`src/rtl/dmac_pkg.sv`:
```
// dmac_pkg: shared constants for the DMAC control/status register file.
//   - CSR address map (CTRL, STATUS, first CFG register)
//   - bit positions inside CTRL and STATUS
package dmac_pkg;

  // Register addresses
  localparam int unsigned CSR_CTRL     = 0;
  localparam int unsigned CSR_STATUS   = 1;
  localparam int unsigned CSR_CFG_BASE = 2;

  // CTRL bit positions
  localparam int unsigned CTRL_START   = 0;
  localparam int unsigned CTRL_IE      = 1;

  // STATUS bit positions
  localparam int unsigned ST_BUSY      = 0;
  localparam int unsigned ST_DONE      = 1;
  localparam int unsigned ST_ERR       = 2;

endpackage

```
`src/rtl/dmac_csr_status.sv`:
```
// dmac_csr_status: DONE/ERR status flags and the registered interrupt.
//
// Build option: DMAC_CSR_ERR_EN
//   defined   -> ERR flag stored; irq_o = (DONE | ERR) & IE
//   undefined -> ERR reads 0, not stored; irq_o = DONE & IE
//
// Ports:
//   clk_i       rising-edge clock
//   reset_i     synchronous, active-high reset
//   done_i      engine completion pulse (sets DONE)
//   clr_done_i  write-1-to-clear request for DONE
//   set_err_i   rejected START/CFG write (only with DMAC_CSR_ERR_EN)
//   clr_err_i   write-1-to-clear request for ERR (only with DMAC_CSR_ERR_EN)
//   ie_d_i      next-state value of the CTRL.IE bit
//   done_o      DONE flag
//   err_o       ERR flag (constant 0 without DMAC_CSR_ERR_EN)
//   irq_o       level interrupt, registered
module dmac_csr_status (
  input  logic clk_i,
  input  logic reset_i,
  input  logic done_i,
  input  logic clr_done_i,
`ifdef DMAC_CSR_ERR_EN
  input  logic set_err_i,
  input  logic clr_err_i,
`endif
  input  logic ie_d_i,
  output logic done_o,
  output logic err_o,
  output logic irq_o
);

  logic done_q, done_d;
  logic irq_q, irq_d;

  // Set is applied after clear so a coincident done_i wins.
  always_comb begin
    done_d = done_q;
    if (clr_done_i) done_d = 1'b0;
    if (done_i)     done_d = 1'b1;
  end

`ifdef DMAC_CSR_ERR_EN
  logic err_q, err_d;

  always_comb begin
    err_d = err_q;
    if (clr_err_i) err_d = 1'b0;
    if (set_err_i) err_d = 1'b1;
  end

  always_ff @(posedge clk_i) begin
    if (reset_i) err_q <= 1'b0;
    else         err_q <= err_d;
  end

  assign err_o = err_q;
  assign irq_d = (done_d | err_d) & ie_d_i;
`else
  assign err_o = 1'b0;
  assign irq_d = done_d & ie_d_i;
`endif

  // irq is computed from next-state flags so it lines up with DONE/IE.
  always_ff @(posedge clk_i) begin
    if (reset_i) begin
      done_q <= 1'b0;
      irq_q  <= 1'b0;
    end else begin
      done_q <= done_d;
      irq_q  <= irq_d;
    end
  end

  assign done_o = done_q;
  assign irq_o  = irq_q;

endmodule

```
`src/rtl/dmac_csr_file.sv`:
```
// dmac_csr_file: CPU-facing control/status register file for the DMAC.
//
// Build option: DMAC_CSR_ERR_EN enables the STATUS.ERR flag (rejected
// START and CFG writes set it; it also contributes to irq_o).
//
// Register map:
//   0 CTRL   : bit0 START (write-only, self-clearing), bit1 IE
//   1 STATUS : bit0 BUSY (live busy_i), bit1 DONE (W1C), bit2 ERR (W1C)
//   2..NUM_REGS-1 CFG : plain R/W, locked while the engine is busy
//   >= NUM_REGS       : writes ignored, reads return 0
//
// Ports:
//   clk, reset      clock, synchronous active-high reset
//   we/wAddr/wData  register write port
//   re/rAddr        register read request
//   rData/rValid    registered read data and one-cycle valid strobe
//   start_o         one-cycle start pulse to the engine
//   busy_i/done_i   engine busy level and completion pulse
//   irq_o           level interrupt
//   cfg_o           CFG registers 2..NUM_REGS-1, reg 2 in the LSBs
import dmac_pkg::*;

module dmac_csr_file #(
  parameter int DATA_W   = 8,
  parameter int ADDR_W   = 3,
  parameter int NUM_REGS = 8
) (
  input  logic                           clk,
  input  logic                           reset,
  input  logic                           we,
  input  logic [ADDR_W-1:0]              wAddr,
  input  logic [DATA_W-1:0]              wData,
  input  logic                           re,
  input  logic [ADDR_W-1:0]              rAddr,
  output logic [DATA_W-1:0]              rData,
  output logic                           rValid,
  output logic                           start_o,
  input  logic                           busy_i,
  input  logic                           done_i,
  output logic                           irq_o,
  output logic [(NUM_REGS-2)*DATA_W-1:0] cfg_o
);

  localparam int unsigned NCFG = NUM_REGS - 2;

  logic              ie_q, ie_d;
  logic              start_q, start_d;
  logic [DATA_W-1:0] cfg_q [NCFG];
  logic [DATA_W-1:0] cfg_d [NCFG];
  logic [DATA_W-1:0] rdata_q, rdata_d;
  logic              rvalid_q;

  logic busy_eff;
  logic wr_ctrl, wr_status, wr_cfg_hit;
  logic done_flag, err_flag;

  // A pending start pulse counts as busy so a back-to-back START is rejected.
  assign busy_eff  = busy_i | start_q;
  assign wr_ctrl   = we && (wAddr == ADDR_W'(CSR_CTRL));
  assign wr_status = we && (wAddr == ADDR_W'(CSR_STATUS));

  always_comb begin
    wr_cfg_hit = 1'b0;
    for (int unsigned i = 0; i < NCFG; i++) begin
      if (wAddr == ADDR_W'(i + CSR_CFG_BASE)) wr_cfg_hit = 1'b1;
    end
  end

  assign ie_d    = wr_ctrl ? wData[CTRL_IE] : ie_q;
  assign start_d = wr_ctrl && wData[CTRL_START] && !busy_eff;

  always_comb begin
    cfg_d = cfg_q;
    if (we && wr_cfg_hit && !busy_eff) begin
      for (int unsigned i = 0; i < NCFG; i++) begin
        if (wAddr == ADDR_W'(i + CSR_CFG_BASE)) cfg_d[i] = wData;
      end
    end
  end

`ifdef DMAC_CSR_ERR_EN
  logic set_err;
  assign set_err = busy_eff && ((wr_ctrl && wData[CTRL_START]) ||
                                (we && wr_cfg_hit));
`endif

  dmac_csr_status u_status (
    .clk_i      (clk),
    .reset_i    (reset),
    .done_i     (done_i),
    .clr_done_i (wr_status && wData[ST_DONE]),
`ifdef DMAC_CSR_ERR_EN
    .set_err_i  (set_err),
    .clr_err_i  (wr_status && wData[ST_ERR]),
`endif
    .ie_d_i     (ie_d),
    .done_o     (done_flag),
    .err_o      (err_flag),
    .irq_o      (irq_o)
  );

  // Read mux uses current register values, giving read-before-write.
  always_comb begin
    rdata_d = '0;
    if (rAddr == ADDR_W'(CSR_CTRL)) begin
      rdata_d[CTRL_IE] = ie_q;
    end else if (rAddr == ADDR_W'(CSR_STATUS)) begin
      rdata_d[ST_BUSY] = busy_i;
      rdata_d[ST_DONE] = done_flag;
      rdata_d[ST_ERR]  = err_flag;
    end else begin
      for (int unsigned i = 0; i < NCFG; i++) begin
        if (rAddr == ADDR_W'(i + CSR_CFG_BASE)) rdata_d = cfg_q[i];
      end
    end
  end

  always_ff @(posedge clk) begin
    if (reset) begin
      ie_q     <= 1'b0;
      start_q  <= 1'b0;
      cfg_q    <= '{default: '0};
      rdata_q  <= '0;
      rvalid_q <= 1'b0;
    end else begin
      ie_q     <= ie_d;
      start_q  <= start_d;
      cfg_q    <= cfg_d;
      rvalid_q <= re;
      if (re) rdata_q <= rdata_d;
    end
  end

  always_comb begin
    cfg_o = '0;
    for (int unsigned i = 0; i < NCFG; i++) begin
      cfg_o[i*DATA_W +: DATA_W] = cfg_q[i];
    end
  end

  assign rData   = rdata_q;
  assign rValid  = rvalid_q;
  assign start_o = start_q;

endmodule

```
`config.mk`:
```
export PLATFORM = sky130hd
export DESIGN_NAME = dmac_csr_file
export DESIGN_NICKNAME = d
export VERILOG_FILES = /design/src/rtl/dmac_pkg.sv /design/src/rtl/dmac_csr_status.sv /design/src/rtl/dmac_csr_file.sv
export SDC_FILE = /design/constraint.sdc
export NUM_CORES = 1
export LEC_CHECK = 0
export BUFFER_PORTS_ARGS = -buffer_cell sky130_fd_sc_hd__buf_2
export CAP_MARGIN = 20
export CORE_UTILIZATION = 36
export CTS_BUF_LIST = sky130_fd_sc_hd__clkbuf_4 sky130_fd_sc_hd__clkbuf_8
export DETAILED_ROUTE_END_ITERATION = 12
export SYNTH_ARGS = -nofsm -noshare
export SYNTH_HDL_FRONTEND = slang
export SYNTH_SLANG_ARGS = --single-unit
```
`constraint.sdc`:
```
create_clock -name clk -period 1.7 [get_ports clk]
set_input_delay 0.34 -clock clk [delete_from_list [all_inputs] [get_ports clk]]
set_output_delay 0.34 -clock clk [all_outputs]
set_load 0.01 [all_outputs]
```
=== Yosys cells after proc, flatten, opt, wreduce, memory -nomap -nowiden ===
Index checks and enable logic that the tools add are counted.

* Equal/unequal tests: 14
* Multiplexer cells: 20
* Bitwise logic cells: 2
* Reduce and logical (&&, ||, !) cells: 16

{| class="wikitable"
|+ Operator list
! operator !! number
|-
| two-way mux 8 bit || 6
|-
| == test 3 bit, second input constant || 8
|-
| == test 3 x 2 -> 1 bit, second input constant || 4
|-
| AND reduction 2 bit || 6
|-
| two-way mux 1 bit || 11
|-
| logical AND 1 bit || 7
|-
| == test 3 x 1 -> 1 bit, second input constant || 2
|-
| zero test 3 bit || 2
|-
| two-way mux 6 bit || 1
|-
| two-way mux 5 bit || 1
|-
| two-way mux 3 bit || 1
|-
| bitwise AND 1 bit || 1
|-
| zero test 1 bit || 1
|-
| bitwise OR 1 bit || 1
|}

* Bits in registers: 61
* Output and inout bits: 59

=== Longest topological paths before layout ===
* Word-level depth: 10
* Depth in mapped cells: 7
* Gate-level depth less buffers: 4

=== Cells and area by module ===
From an unflattened synthesis, not the netlist that was laid out.

* Cell total of the unflattened synthesis: 314
* Area, all modules: 2,708.8 µm²

{| class="wikitable"
|+ Modules (own cells, without submodules)
! module !! times used !! cells each !! area each (µm²) !! seq. area each (µm²)
|-
| dmac_csr_file || 1 || 305 || 2,623.8 || 1,181.1
|-
| dmac_csr_status || 1 || 9 || 85.1 || 40.0
|}

=== Least setup slack after synthesis ===
No wires, ideal clock.

* Kind: in2reg
* From: input rAddr[2]
* To: register rdata_q[2] (netlist: rData[2])
* Library setup time: 137 ps
* Arrival: 1,236 ps
* Data required time: 1,563 ps
* Slack: 327 ps
* Stages on the path: 5
* Buffers on the path: 2
* Cells stage by stage: buf_4 > buf_8 > mux2_1 > a221oi_1 > o32ai_1

* Word-level cells in the longest chain between the ends: 9

{| class="wikitable"
|+ RTL lines
! item !! RTL line !! text
|-
| start, declared || dmac_csr_file.sv:34 || <nowiki>input logic [ADDR_W-1:0] rAddr,</nowiki>
|-
| == test 3 x 2 -> 1 bit || dmac_csr_file.sv:113 || <nowiki>if (rAddr == ADDR_W'(i + CSR_CFG_BASE)) rdata_d = cfg_q[i];</nowiki>
|-
| two-way mux 8 bit (6 in series) || dmac_csr_file.sv:113 ||
|-
| two-way mux 3 bit || dmac_csr_file.sv:107 || <nowiki>end else if (rAddr == ADDR_W'(CSR_STATUS)) begin</nowiki>
|-
| two-way mux 6 bit (*) || dmac_csr_file.sv:105 || <nowiki>if (rAddr == ADDR_W'(CSR_CTRL)) begin</nowiki>
|-
| end signal, assigned || dmac_csr_file.sv:130 || <nowiki>if (re) rdata_q <= rdata_d;</nowiki>
|-
| end, declared || dmac_csr_file.sv:50 || <nowiki>logic [DATA_W-1:0] rdata_q, rdata_d;</nowiki>
|}

Every way passes the cells marked *; elsewhere a longest branch is shown, timed or not.
A chain may end at the register's enable or synchronous reset.

=== Final worst setup path ===
* From: register start_q (netlist: start_o)
* To: register cfg_q (netlist bit cfg_o[4])

* Word-level cells in the longest chain between the ends: 4

{| class="wikitable"
|+ RTL lines
! item !! RTL line !! text
|-
| start, declared || dmac_csr_file.sv:47 || <nowiki>logic start_q, start_d;</nowiki>
|-
| start signal, assigned || dmac_csr_file.sv:127 || <nowiki>start_q <= start_d;</nowiki>
|-
| bitwise OR 1 bit || dmac_csr_file.sv:58 || <nowiki>assign busy_eff = busy_i | start_q;</nowiki>
|-
| zero test 1 bit || dmac_csr_file.sv:74 || <nowiki>if (we && wr_cfg_hit && !busy_eff) begin</nowiki>
|-
| logical AND 1 bit || dmac_csr_file.sv:74 ||
|-
| AND reduction 2 bit (no source line) || n/a ||
|-
| end signal, assigned || dmac_csr_file.sv:128 || <nowiki>cfg_q <= cfg_d;</nowiki>
|-
| end, declared || dmac_csr_file.sv:48 || <nowiki>logic [DATA_W-1:0] cfg_q [NCFG];</nowiki>
|}

No other way between the ends.

==> reports/results.tsv <==
stage	metric	value	unit
sta	slew_headroom	66.5	%
final_layout	finalInstanceArea	0.00345	mm²
min_path	hp-class	in -> reg	
sta	hold_viol	0	
grt	antenna_found_initial	0	
detailed_routing	drt-total-wl	8140	µm
cts	cts_sinks	61	
sta	setup_viol	0	
final_layout	register_area	0.00122	mm²
final_layout	diodes	0	
job	drv_cap	0	
floorplan	coreArea	0.00725	mm²
cts	htree_levels	3	
yosys	synth-async-reset-ratio	0	%
floorplan	rows	31	
worst_setup_path	cp_max_fo	10	
grt	overflow	0	
detailed_routing	post_drt_wl_per_cell	16.6	µm
final_layout	final_common_cell	buf_2	
final_layout	final_cell_mix	buf_2, dfxtp_1, nand2_1	
detailed_routing	drt-initial-drc-count	135	
yosys	synth-edff-count	0	
power_and_ir_drop	ir_drop	0.322	mV
final_layout	drive_gt1_share	29.8	%
final_layout	instances_no_fill	491	
final_layout	fin_nets	407	
worst_setup_path	path_class	reg -> reg	
power_and_ir_drop	power.leakage	1.40	nW
placed_design	placed_area	0.00325	mm²
sta	post-route-period-util	89.6	%
sta	drv_slew	0	
outcome	status	completed	
yosys	syn_area	0.00271	mm²
cts	cts_resized	0	
detailed_routing	detail-route-antenna-nets	0	
floorplan	fp.dieH	88.8	µm
cts	clk_pin_slew	70	ps
worst_setup_path	end_kind	register	
detailed_routing	avgViaCountPerCell	5.28	
sta	max_freq	0.656	GHz
cts	max-clock-path-buffers	2	
sta	tightest_slew	496	ps
final_layout	fillers	731	
placed_design	dp_hpwl	5570	µm
sta	rsz0062_at_grt	false	
yosys	synth-seq-area-share	45.0	%
grt	grt_usage	21.4	%
final_layout	fin_util	47.5	%
worst_setup_path	arrival	1740	ps
cts	clkLatencyLatePin	340	ps
yosys	synth-seq-cells	61	
placed_design	port_buffers	78	
final_layout	synthToLayoutAreaGrowth	27.2	%
placed_design	gp_congestion	0.816	
detailed_routing	drc	0	
floorplan	die_x	88.8	µm
floorplan	start_util	37.4	%
cts	cts_tree	built	
grt	grt_start_max_net_pins	61	
yosys	syn-num-nets	328	
final_layout	multi_input_area	0.00134	mm²
placed_design	dp.cells	475	
worst_setup_path	crit_path_start_kind	register	
sta	skew	9.31	ps
worst_setup_path	required	1920	ps
cts	post_cts_buffers	0	
yosys	synthCells	308	
sta	tns	0	ps
sta	layout_min_cycle_time	1520	ps
power_and_ir_drop	power	0.00305	W
floorplan	boundaryPins	79	
cts	numCtsBuffers	9	
yosys	syn_area_per_cell	8.80	µm²
grt	grt_pass1_vias	2397	
detailed_routing	first_pass_iters	4	
yosys	synth_top_flop_cell	dfxtp_1	
power_and_ir_drop	cellPowerDensity	885	mW/mm²
cts	root_buffer	clkbuf_8	
yosys	ys_types	37	
grt	grt_pass1_wl	12500	µm
detailed_routing	via_count	2593	
yosys	yosysWarnings	0	
cts	hold_buffers	0	
floorplan	die-area	0.00788	mm²
==> sequential cells by signal, indices dropped and copies added, names as in the netlist <==
register and cells:
u_status.done_o 1, u_status.irq_o 1, rValid 1, start_o 1, ie_q 1, cfg_o 48, rData 8
==> power breakdown <==
| group | internal, W | switching [W] | total, W |
|---|---|---|---|
| clock | 0.000711 | 0.000588 | 0.00130 |
| combinational | 0.000110 | 0.000175 | 0.000285 |
| sequential | 0.00145 | 0.0000168 | 0.00147 |
| total | 0.00227 | 0.000780 | 0.00305 |
==> cell type report <==
class	instances	share of cell area, %
multi-input cells	220	38.9
repair buffers	93	16.0
clock inverters	6	1.81
flip-flops and latches	61	35.4
clock buffers	10	3.99
inverters	2	0.218
well taps	99	3.59
==> through the flow <==
step / worst slack [ps] / hold WS [ps]
after floorplan: 327 / 468
after global placement: 80.8 / 467
after detailed placement: 22.1 / 466
after CTS: 191 / 216
after global routing: 67.9 / 246
final: 177 / 225
==> critical path, stage by stage, from the launching register on <==
cell and delay [ps]:
dfxtp_1 310, nor4b_1 440, buf_4 260, nand2_1 200
nand2_1 130, a21oi_1 60
==> Yosys cell counts, drive strengths merged, types with 2 or more instances <==
cell type / instances / share of area (%)
clkbuf: 9 / 1.2
o21ai: 6 / 1.1
mux4: 5 / 4.2
nor2: 19 / 2.6
a31oi: 4 / 0.92
buf: 16 / 3.9
mux2: 2 / 0.83
nand3: 32 / 5.9
nor4b: 2 / 0.65
nor3: 2 / 0.37
nand2b: 5 / 1.2
mux2i: 22 / 8.1
o32ai: 3 / 0.97
and4b: 2 / 0.74
o211ai: 4 / 1.1
nand2: 50 / 6.9
o22ai: 6 / 1.6
a21oi: 35 / 6.5
and3: 2 / 0.46
a221oi: 2 / 0.65
dfxtp: 61 / 45
inv: 2 / 0.28
nor2b: 8 / 1.8
==> layer usage <==
layer	vias up	wire (µm)	GRT usage [%]
met5	-	0	0
met4	0	138	11.3
met3	14	413	4.57
met2	93	3740	31.2
met1	1236	3850	29.6
li1	1250	-	-
==> logic make-up after synthesis <==
family	count (synthesis)	synth area share, %
compound gates	64	14.1
flops	61	45.0
buf+inv	27	5.45
mux	29	13.1
simple gates	127	22.3
==> path summary, 6_finish.rpt <==
check	slack, ps	depth (start not counted)	startpoint	endpoint
min reg2reg	480	2	cfg_o[31]	cfg_o[31]
max reg2reg	180	5	start_o	cfg_o[4]
max	180	5	start_o	cfg_o[4]
min	220	3	done_i	u_status.done_o
(Power assumes the default switching activity.)
